### config.mk
export PLATFORM = sky130hd
export DESIGN_NAME = pcpi_result_nibble_tx_flat
export DESIGN_NICKNAME = d
export VERILOG_FILES = /design/src/rtl/pcpi_link_pkg.sv /design/src/rtl/pcpi_result_nibble_tx_if.sv /design/src/rtl/pcpi_sync_bit.sv /design/src/rtl/pcpi_result_nibble_tx.sv /design/src/flat_wrapper.sv
export SDC_FILE = /design/constraint.sdc
export NUM_CORES = 1
export LEC_CHECK = 0
export ABC_AREA = 1
export BUFFER_PORTS_ARGS = -buffer_cell sky130_fd_sc_hd__buf_2
export CORE_MARGIN = 2
export CORE_UTILIZATION = 54
export CTS_CLUSTER_SIZE = 8
export DETAILED_ROUTE_END_ITERATION = 10
export PLACE_DENSITY = 0.83
export SLEW_MARGIN = 30
export SYNTH_ARGS = -nofsm -noshare
export SYNTH_HDL_FRONTEND = slang
export SYNTH_SLANG_ARGS = --single-unit
export TNS_END_PERCENT = 20
### constraint.sdc
create_clock -name clk -period 2 [get_ports clk]
set_input_delay 0 -clock clk [delete_from_list [all_inputs] [get_ports clk]]
set_output_delay 0 -clock clk [all_outputs]
set_load 0.1 [all_outputs]
### src/rtl/pcpi_link_pkg.sv
// Types and sizes shared by the PCPI nibble link (result transmit and instruction receive).
package pcpi_link_pkg;

    localparam int unsigned NIB_W   = 4;
    localparam int unsigned DATA_W  = 32;
    localparam int unsigned NIB_CNT = DATA_W / NIB_W;
    localparam int unsigned IDX_W   = $clog2(NIB_CNT);

    typedef logic [IDX_W-1:0] nib_idx_t;

    typedef enum logic [1:0] {
        IDLE,
        ARM,
        PRESENT,
        RELEASE
    } link_state_e;

endpackage

### src/rtl/pcpi_result_nibble_tx_if.sv
// Off-chip nibble link: the transmitter drives nibble/req/idx/parity, the host returns ack.
interface pcpi_result_nibble_tx_if #(
    parameter int unsigned NIB_W = pcpi_link_pkg::NIB_W,
    parameter int unsigned IDX_W = pcpi_link_pkg::IDX_W
);

    logic [NIB_W-1:0] tx_nibble;
    logic             tx_req;
    logic [IDX_W-1:0] tx_idx;
    logic             tx_parity;
    logic             host_ack;

    modport master (
        output tx_nibble,
        output tx_req,
        output tx_idx,
        output tx_parity,
        input  host_ack
    );

    modport slave (
        input  tx_nibble,
        input  tx_req,
        input  tx_idx,
        input  tx_parity,
        output host_ack
    );

endinterface

### src/rtl/pcpi_sync_bit.sv
// Single-bit flop-chain synchronizer with asynchronous active-low reset.
module pcpi_sync_bit #(
    parameter int unsigned STAGES = 2
) (
    input  logic clk,
    input  logic rst_n,
    input  logic d,
    output logic q
);

    logic [STAGES-1:0] sync_q;

    always_ff @(posedge clk or negedge rst_n) begin
        if (!rst_n) begin
            sync_q <= '0;
        end else begin
            sync_q <= {sync_q[STAGES-2:0], d};
        end
    end

    assign q = sync_q[STAGES-1];

endmodule

### src/rtl/pcpi_result_nibble_tx.sv
// PCPI result serializer: sends a captured word as nibbles over a four-phase req/ack link.
// Optional TX_PARITY_EN builds a registered even-parity bit per nibble; otherwise tx_parity is 0.
module pcpi_result_nibble_tx
    import pcpi_link_pkg::link_state_e, pcpi_link_pkg::IDLE, pcpi_link_pkg::ARM,
           pcpi_link_pkg::PRESENT, pcpi_link_pkg::RELEASE;
#(
    parameter int unsigned DATA_W      = pcpi_link_pkg::DATA_W,
    parameter int unsigned NIB_W       = pcpi_link_pkg::NIB_W,
    parameter int unsigned SYNC_STAGES = 2
) (
    input  logic                  clk,
    input  logic                  rst_n,
    input  logic                  res_valid,
    input  logic [DATA_W-1:0]     res_data,
    pcpi_result_nibble_tx_if.master link,
    output logic                  busy,
    output logic                  done,
    output logic                  overrun
);

    localparam int unsigned NIB_CNT = DATA_W / NIB_W;
    localparam int unsigned IDX_W   = $clog2(NIB_CNT);
    localparam logic [IDX_W-1:0] LAST_IDX = IDX_W'(NIB_CNT - 1);

    logic              ack_s;
    link_state_e       state_q;
    logic [DATA_W-1:0] shift_q;
    logic [NIB_W-1:0]  nibble_q;
    logic              req_q;
    logic [IDX_W-1:0]  idx_q;
    logic              busy_q;
    logic              done_q;
    logic              overrun_q;
    logic              load_nib;

    pcpi_sync_bit #(
        .STAGES (SYNC_STAGES)
    ) u_ack_sync (
        .clk   (clk),
        .rst_n (rst_n),
        .d     (link.host_ack),
        .q     (ack_s)
    );

    // A new nibble goes out when leaving ARM, or after a non-final handshake completes.
    always_comb begin
        load_nib = 1'b0;
        if (!ack_s) begin
            load_nib = (state_q == ARM) || ((state_q == RELEASE) && (idx_q != LAST_IDX));
        end
    end

    always_ff @(posedge clk or negedge rst_n) begin
        if (!rst_n) begin
            state_q   <= IDLE;
            shift_q   <= '0;
            nibble_q  <= '0;
            req_q     <= 1'b0;
            idx_q     <= '0;
            busy_q    <= 1'b0;
            done_q    <= 1'b0;
            overrun_q <= 1'b0;
        end else begin
            done_q <= 1'b0;
            if (res_valid && busy_q) begin
                overrun_q <= 1'b1;
            end
            if (load_nib) begin
                nibble_q <= shift_q[NIB_W-1:0];
                shift_q  <= shift_q >> NIB_W;
                req_q    <= 1'b1;
            end
            unique case (state_q)
                IDLE: begin
                    if (res_valid) begin
                        shift_q <= res_data;
                        busy_q  <= 1'b1;
                        idx_q   <= '0;
                        state_q <= ARM;
                    end
                end
                ARM: begin
                    // Waiting here filters out an ack left high from a previous exchange.
                    if (!ack_s) begin
                        state_q <= PRESENT;
                    end
                end
                PRESENT: begin
                    if (ack_s) begin
                        req_q   <= 1'b0;
                        state_q <= RELEASE;
                    end
                end
                RELEASE: begin
                    if (!ack_s) begin
                        if (idx_q == LAST_IDX) begin
                            idx_q   <= '0;
                            busy_q  <= 1'b0;
                            done_q  <= 1'b1;
                            state_q <= IDLE;
                        end else begin
                            idx_q   <= idx_q + 1'b1;
                            state_q <= PRESENT;
                        end
                    end
                end
                default: state_q <= IDLE;
            endcase
        end
    end

`ifdef TX_PARITY_EN
    logic parity_q;

    always_ff @(posedge clk or negedge rst_n) begin
        if (!rst_n) begin
            parity_q <= 1'b0;
        end else if (load_nib) begin
            parity_q <= ^shift_q[NIB_W-1:0];
        end
    end

    assign link.tx_parity = parity_q;
`else
    assign link.tx_parity = 1'b0;
`endif

    assign link.tx_nibble = nibble_q;
    assign link.tx_req    = req_q;
    assign link.tx_idx    = idx_q;
    assign busy           = busy_q;
    assign done           = done_q;
    assign overrun        = overrun_q;

endmodule

### src/flat_wrapper.sv
// flat-port wrapper written by rule: the top's interface ports become plain ports
module pcpi_result_nibble_tx_flat import pcpi_link_pkg::link_state_e, pcpi_link_pkg::IDLE, pcpi_link_pkg::ARM,
           pcpi_link_pkg::PRESENT, pcpi_link_pkg::RELEASE;
#(
    parameter int unsigned DATA_W      = pcpi_link_pkg::DATA_W,
    parameter int unsigned NIB_W       = pcpi_link_pkg::NIB_W,
    parameter int unsigned SYNC_STAGES = 2
)
  (clk, rst_n, res_valid, res_data, busy, done, overrun, link_tx_nibble, link_tx_req, link_tx_idx, link_tx_parity, link_host_ack);
  pcpi_result_nibble_tx_if #(.NIB_W(NIB_W)) link_i ();
  input  logic clk;
  input  logic rst_n;
  input  logic res_valid;
  input  logic [DATA_W-1:0] res_data;
  output logic busy;
  output logic done;
  output logic overrun;
  output wire logic [$bits(link_i.tx_nibble)-1:0] link_tx_nibble;
  output wire logic [$bits(link_i.tx_req)-1:0] link_tx_req;
  output wire logic [$bits(link_i.tx_idx)-1:0] link_tx_idx;
  output wire logic [$bits(link_i.tx_parity)-1:0] link_tx_parity;
  input wire logic [$bits(link_i.host_ack)-1:0] link_host_ack;
  assign link_tx_nibble = link_i.tx_nibble;
  assign link_tx_req = link_i.tx_req;
  assign link_tx_idx = link_i.tx_idx;
  assign link_tx_parity = link_i.tx_parity;
  assign link_i.host_ack = link_host_ack;
  pcpi_result_nibble_tx #(.DATA_W(DATA_W), .NIB_W(NIB_W), .SYNC_STAGES(SYNC_STAGES)) u_core (.clk(clk), .rst_n(rst_n), .res_valid(res_valid), .res_data(res_data), .link(link_i), .busy(busy), .done(done), .overrun(overrun));
endmodule
* After elaboration in Yosys (flattened, before gate mapping)
Index checks and enable logic that the tools add are counted.
** Operators by class
- $add $sub $neg :: 1
- Equality and inequality tests :: 10
- Mux-type cells :: 24
- Reduce and logical (&&, ||, !) cells :: 8
** Operators with widths (count)
- $mux W32 :: 3
- $mux W1 :: 10
- $mux W2 :: 5
- $ne A2 B2 Y1 const B :: 5
- $mux W3 :: 3
- $pmux W2 S4 :: 1
- $reduce_and A4 Y1 :: 2
- $pmux W3 S2 :: 1
- $eq A2 B2 Y1 const B :: 2
- $add A3 B1 Y3 const B :: 1
- $eq A3 B3 Y1 const B :: 1
- $ne A3 B3 Y1 const B :: 1
- $reduce_and A3 Y1 :: 1
- $eq A2 B1 Y1 const B :: 1
- $logic_and A1 B1 Y1 :: 2
- $logic_not A2 Y1 :: 1
- $pmux W1 S2 :: 1
- $reduce_bool A2 Y1 :: 1
- $logic_or A1 B1 Y1 :: 1
** Storage, ports and cells
- Register bits after elaboration :: 47
- Bits of input ports :: 36
- Output and inout bits :: 12
- Logic and storage cells :: 52

* Logic depth before layout (Yosys ltp)
- Depth after elaboration :: 7
- Gate-level depth with buffers :: 8
- Mapped depth without buffers :: 7

* Hierarchy
Synthesis repeated with hierarchy kept, for this count alone.
** Unflattened totals
- Cell total of the unflattened synthesis :: 300
- Area total of the unflattened synthesis :: 2422.3 sq um
** Modules (own cells, without submodules)
- pcpi_result_nibble_tx :: instances 1, cells an instance 298, area an instance 2372.3 sq um, sequential area each 1126.1 sq um
- pcpi_sync_bit :: instances 1, cells an instance 2, area an instance 50.0 sq um, sequential area each 50.0 sq um

* Least setup slack after synthesis
OpenSTA, ideal clock, no wires.
- Path kind :: register -> register
- From :: reg u_core.idx_q[0], in the netlist u_core.link.tx_idx[0]
- To :: reg u_core.shift_q[18]
- Setup time :: 0.117 ns
- Arrival :: 1.982 ns
- Data required time :: 1.883 ns
- Path slack :: -0.099 ns
- Cell stages (with the launch flop) :: 9
- Path buffers :: 2
- Period minus slack after synthesis :: 2.099 ns
- Cell sequence :: dfrtp_1 ha_1 ha_1 nand2_1 buf_2 buf_2 nand3_1 nand3_1 nand2_1
** On the way
- Word-level cells in the longest chain between the ends :: 7
** RTL lines
- start: declaration :: line pcpi_result_nibble_tx.sv:30 : logic [IDX_W-1:0] idx_q;
- start signal: assignment :: line pcpi_result_nibble_tx.sv:102 : idx_q <= idx_q + 1'b1;
- $ne A3 B3 Y1 (*) :: line pcpi_result_nibble_tx.sv:49 : load_nib = (state_q == ARM) || ((state_q == RELEASE) && (idx_q != LAST_IDX));
- $logic_and A1 B1 Y1 (*) :: line pcpi_result_nibble_tx.sv:49
- $logic_or A1 B1 Y1 (*) :: line pcpi_result_nibble_tx.sv:49
- $mux W1 (*) :: line pcpi_result_nibble_tx.sv:48 : if (!ack_s) begin
- $mux W32 (*) :: line pcpi_result_nibble_tx.sv:68 : if (load_nib) begin
- $mux W32 :: line pcpi_result_nibble_tx.sv:75 : if (res_valid) begin
- $mux W32 (*) :: line pcpi_result_nibble_tx.sv:73 : unique case (state_q)
- end signal: assignment :: line pcpi_result_nibble_tx.sv:70 : shift_q <= shift_q >> NIB_W;
- end signal: assignment :: line pcpi_result_nibble_tx.sv:76 : shift_q <= res_data;
- end: declaration :: line pcpi_result_nibble_tx.sv:27 : logic [DATA_W-1:0] shift_q;
Every way passes the cells marked *; elsewhere a longest branch is shown, timed or not.
A chain may end at the register's enable or synchronous reset.

* Final worst setup path
- From :: reg u_core.idx_q[0], in the netlist u_core.link.tx_idx[0]
- To :: reg u_core.shift_q[21]
The elaborated chain is that of the path after synthesis.

==> metrics.txt <==
Sink Count=47; Logic pwr share=between 40% and 50%; Cell Pwr Density=~1400 nW/um^2; clk_lat worst skew=0.30 ns; RSZ-0062 raised after global routing=false; Hold Fails Final Rpt=0; largest cells by area after synthesis=dfrtp_1 (50%), nand2_1 (19%), nand3_1 (15%); Crit Path Max Fanout=29; area fraction of the dominant cell type after synthesis=50.2%; Die Ht=around 70 um; Syn Nets=around 350; Switching Power=1.94 mW; Met1 Wirelength=between 2 and 2.5 mm; setup_tns=0 ns; total gr overflow=0; DR WL/cell=between 10 and 15 um; register area share after synthesis=50.2%; Syn Area/Cell=7.63 um^2; total number of vias=2155; Tot Pwr=slightly above 4 mW; core area=about 4100 um^2; area of the mapped netlist=around 2300 um^2; Die Footprint=between 4000 and 5000 um^2; CTS tree=built; Die Wd=roughly 70 um; combinational family with the most area after synthesis=simple AND/OR/NAND/NOR gates; starting density of the core=57.3%; critical path data required time=2.20 ns; Root Driver=clkbuf_8; final setup violating endpoints=0; Final nets=between 400 and 500; Detail Placement HPWL=approximately 3.2 mm; Layout area overhead=27.8%; met2 WL=roughly 2.7 mm; all-layer global routing usage=a little under a quarter; Yosys cell types=19; total setup buffers inserted after CTS=0; CP Class=flop to flop; fillers=312; Synth Area in XOR/XNOR=0%; Tcrit/Tclk final=approximately 84%; leakage power=1.68 nW; Sw Share=a little under half; H-tree depth=2; P_int=2.18 mW; Clk network pwr share=between 10% and 20%; largest area contributor in the netlist=dfrtp_1; Max-Cap Viols=0; worst hold-check path type=input port to async pin; antenna cell count=0; CTS Buf Count=5; metal3 WL=239 um; Compound-Gate Fraction of Synth Area=under 10%; global-route wire length before repair=approximately 9.0 mm; status=completed; ratio of cells with drive above 1 in the final layout=roughly 17%; post-layout minimum cycle time=1.67 ns; initial antenna violation count=0; Yosys warnings=0; Critical Path End Type=flop; mux contribution to synthesized area=0%; drt first pass iters=4; post-DR vias/cell=~5.0; Seq cells post-synth=47; boundary pin count=48; simple-gate portion of the synthesized area=35.0%; sequential share of power=a little under two fifths; vias in the first global route=between 2k and 2.5k; Critical Path Start Type=flop; final antenna-violating net count=0; Synth Instances=just over 300; detailed-route DRC error count=0; Achievable Freq=~600 MHz; IO buf count=46; initial DRC count=165; largest net degree at the start of global routing=33; Post-Synth Adder-Cell Area=1.07%; row count=23; clock skew=approximately 0.0069 ns; RePlAce Congestion=around 0.8; top layer in use=met4; count of final max-slew check failures=0; Peak VDD IR=just over 0.7 mV; WP data arrival=approximately 1.9 ns; Clock Path Buffers=2; final WL=~5.3 mm; Reg clk slew, reported paths=~0.090 ns
timing repair:
| action | in CTS | in global routing |
|---|---|---|
| hold buffers | 35 | 0 |
| hold endpoints to repair | 51 | 0 |
| resized for setup | 0 | 0 |
flip-flops by register name, indices dropped and copies added (netlist names):
register                  cells
u_core.shift_q               32
u_core.link.tx_nibble         4
u_core.link.tx_idx            3
u_core.state_q                2
u_core.u_ack_sync.sync_q      2
u_core.busy                   1
u_core.done                   1
u_core.link.tx_req            1
u_core.overrun                1
through the flow:
step,worst slack (ns),std cells,util (%),hold slack (ns),cell area [um^2]
floorplan,0.0850,307,-,-0.296,2340
global placement,0.445,392,62.7,-0.0563,2560
detailed placement,0.356,392,62.7,-0.0494,2560
CTS,0.330,435,73.2,0.161,2990
global route,0.189,435,73.2,0.184,2990
finish,0.325,435,73.2,0.152,2990
layout make-up:
type / count / area, um^2 / area share (%)
clock inverter: 1 / 5.00 / 0.167
timing repair buffer: 89 / 641 / 21.4
clock buffer: 7 / 76.3 / 2.55
sequential: 47 / 1180 / 39.4
multi-input combinational: 203 / 887 / 29.6
tap: 50 / 62.6 / 2.09
inverter: 38 / 143 / 4.77
path summary, 6_finish.rpt:
check	from	to	slack (ns)	cells past startpoint
max	u_core.link.tx_idx[0]$_DFFE_PN0P_	u_core.shift_q[21]$_DFF_PN0_	0.33	7
min	rst_n	u_core.link.tx_req$_DFF_PN0_	0.15	2
max reg2reg	u_core.link.tx_idx[0]$_DFFE_PN0P_	u_core.shift_q[21]$_DFF_PN0_	0.33	7
min reg2reg	u_core.u_ack_sync.sync_q[0]$_DFF_PN0_	u_core.u_ack_sync.sync_q[1]$_DFF_PN0_	0.35	0
max in group asynchronous	rst_n	u_core.link.tx_idx[0]$_DFFE_PN0P_	1.10	3
min in group clk	u_core.u_ack_sync.sync_q[0]$_DFF_PN0_	u_core.u_ack_sync.sync_q[1]$_DFF_PN0_	0.35	0
power groups by stage:
| stage | logic, mW | clock network [mW] | registers [mW] |
|---|---|---|---|
| final | 2.01 | 0.554 | 1.56 |
| after floorplan | 1.07 | 0 | 2.12 |
| after global routing | 2.25 | 0.607 | 1.60 |
| after CTS | 2.01 | 0.563 | 1.55 |
| after global placement | 1.89 | 0 | 1.55 |
| after detailed placement | 1.94 | 0 | 1.57 |
cells in the mapped netlist:
cell type  number
o21ai_0         1
o21ai_1         4
dfrtp_1        47
clkbuf_1        1
buf_2           9
buf_6           5
conb_1          1
ha_1            2
a21o_1          1
nand4_1         1
nor2_1          2
buf_4           4
nand2_1       118
inv_1          37
nand3_1        70
inv_2           1
nor3_1          1
o21a_1          1
nor2_2          1
routing by layer:
metal  global-route usage, %  up-vias
met2                    43.0       65
met4                    8.55        0
li1                        -     1102
met5                       0        -
met3                    5.67        7
met1                    26.0      981
layout by cell type, fill, tap and decap left out:
| master | n |
|---|---|
| buf_4 | 8 |
| nand3_1 | 70 |
| o21a_1 | 1 |
| nor3_1 | 1 |
| inv_2 | 1 |
| nor2_1 | 2 |
| clkbuf_1 | 2 |
| a21o_1 | 1 |
| o21ai_1 | 4 |
| conb_1 | 1 |
| dfrtp_1 | 45 |
| o21ai_0 | 1 |
| buf_2 | 46 |
| clkinv_2 | 1 |
| inv_1 | 37 |
| nand2_1 | 118 |
| dfrtp_2 | 2 |
| ha_1 | 2 |
| nand4_1 | 1 |
| dlygate4sd3_1 | 35 |
| nor2_2 | 1 |
| clkbuf_8 | 5 |
critical path: stages, from the launching register on:
cell     delay (ns)
dfrtp_2        0.44
ha_1           0.21
ha_1           0.22
nand2_1        0.10
buf_4          0.30
nand3_1        0.13
nand3_1        0.12
nand2_1        0.06
logic make-up (layout without fill, tap and decap cells):
family          count (synthesis)  after routing
simple gates                  193            193
buf+inv                        57            135
flops                          47             47
compound gates                  7              7
fa+ha+maj                       2              2
other cells                     1              1
No activity file was read; power rests on OpenSTA's default activity.
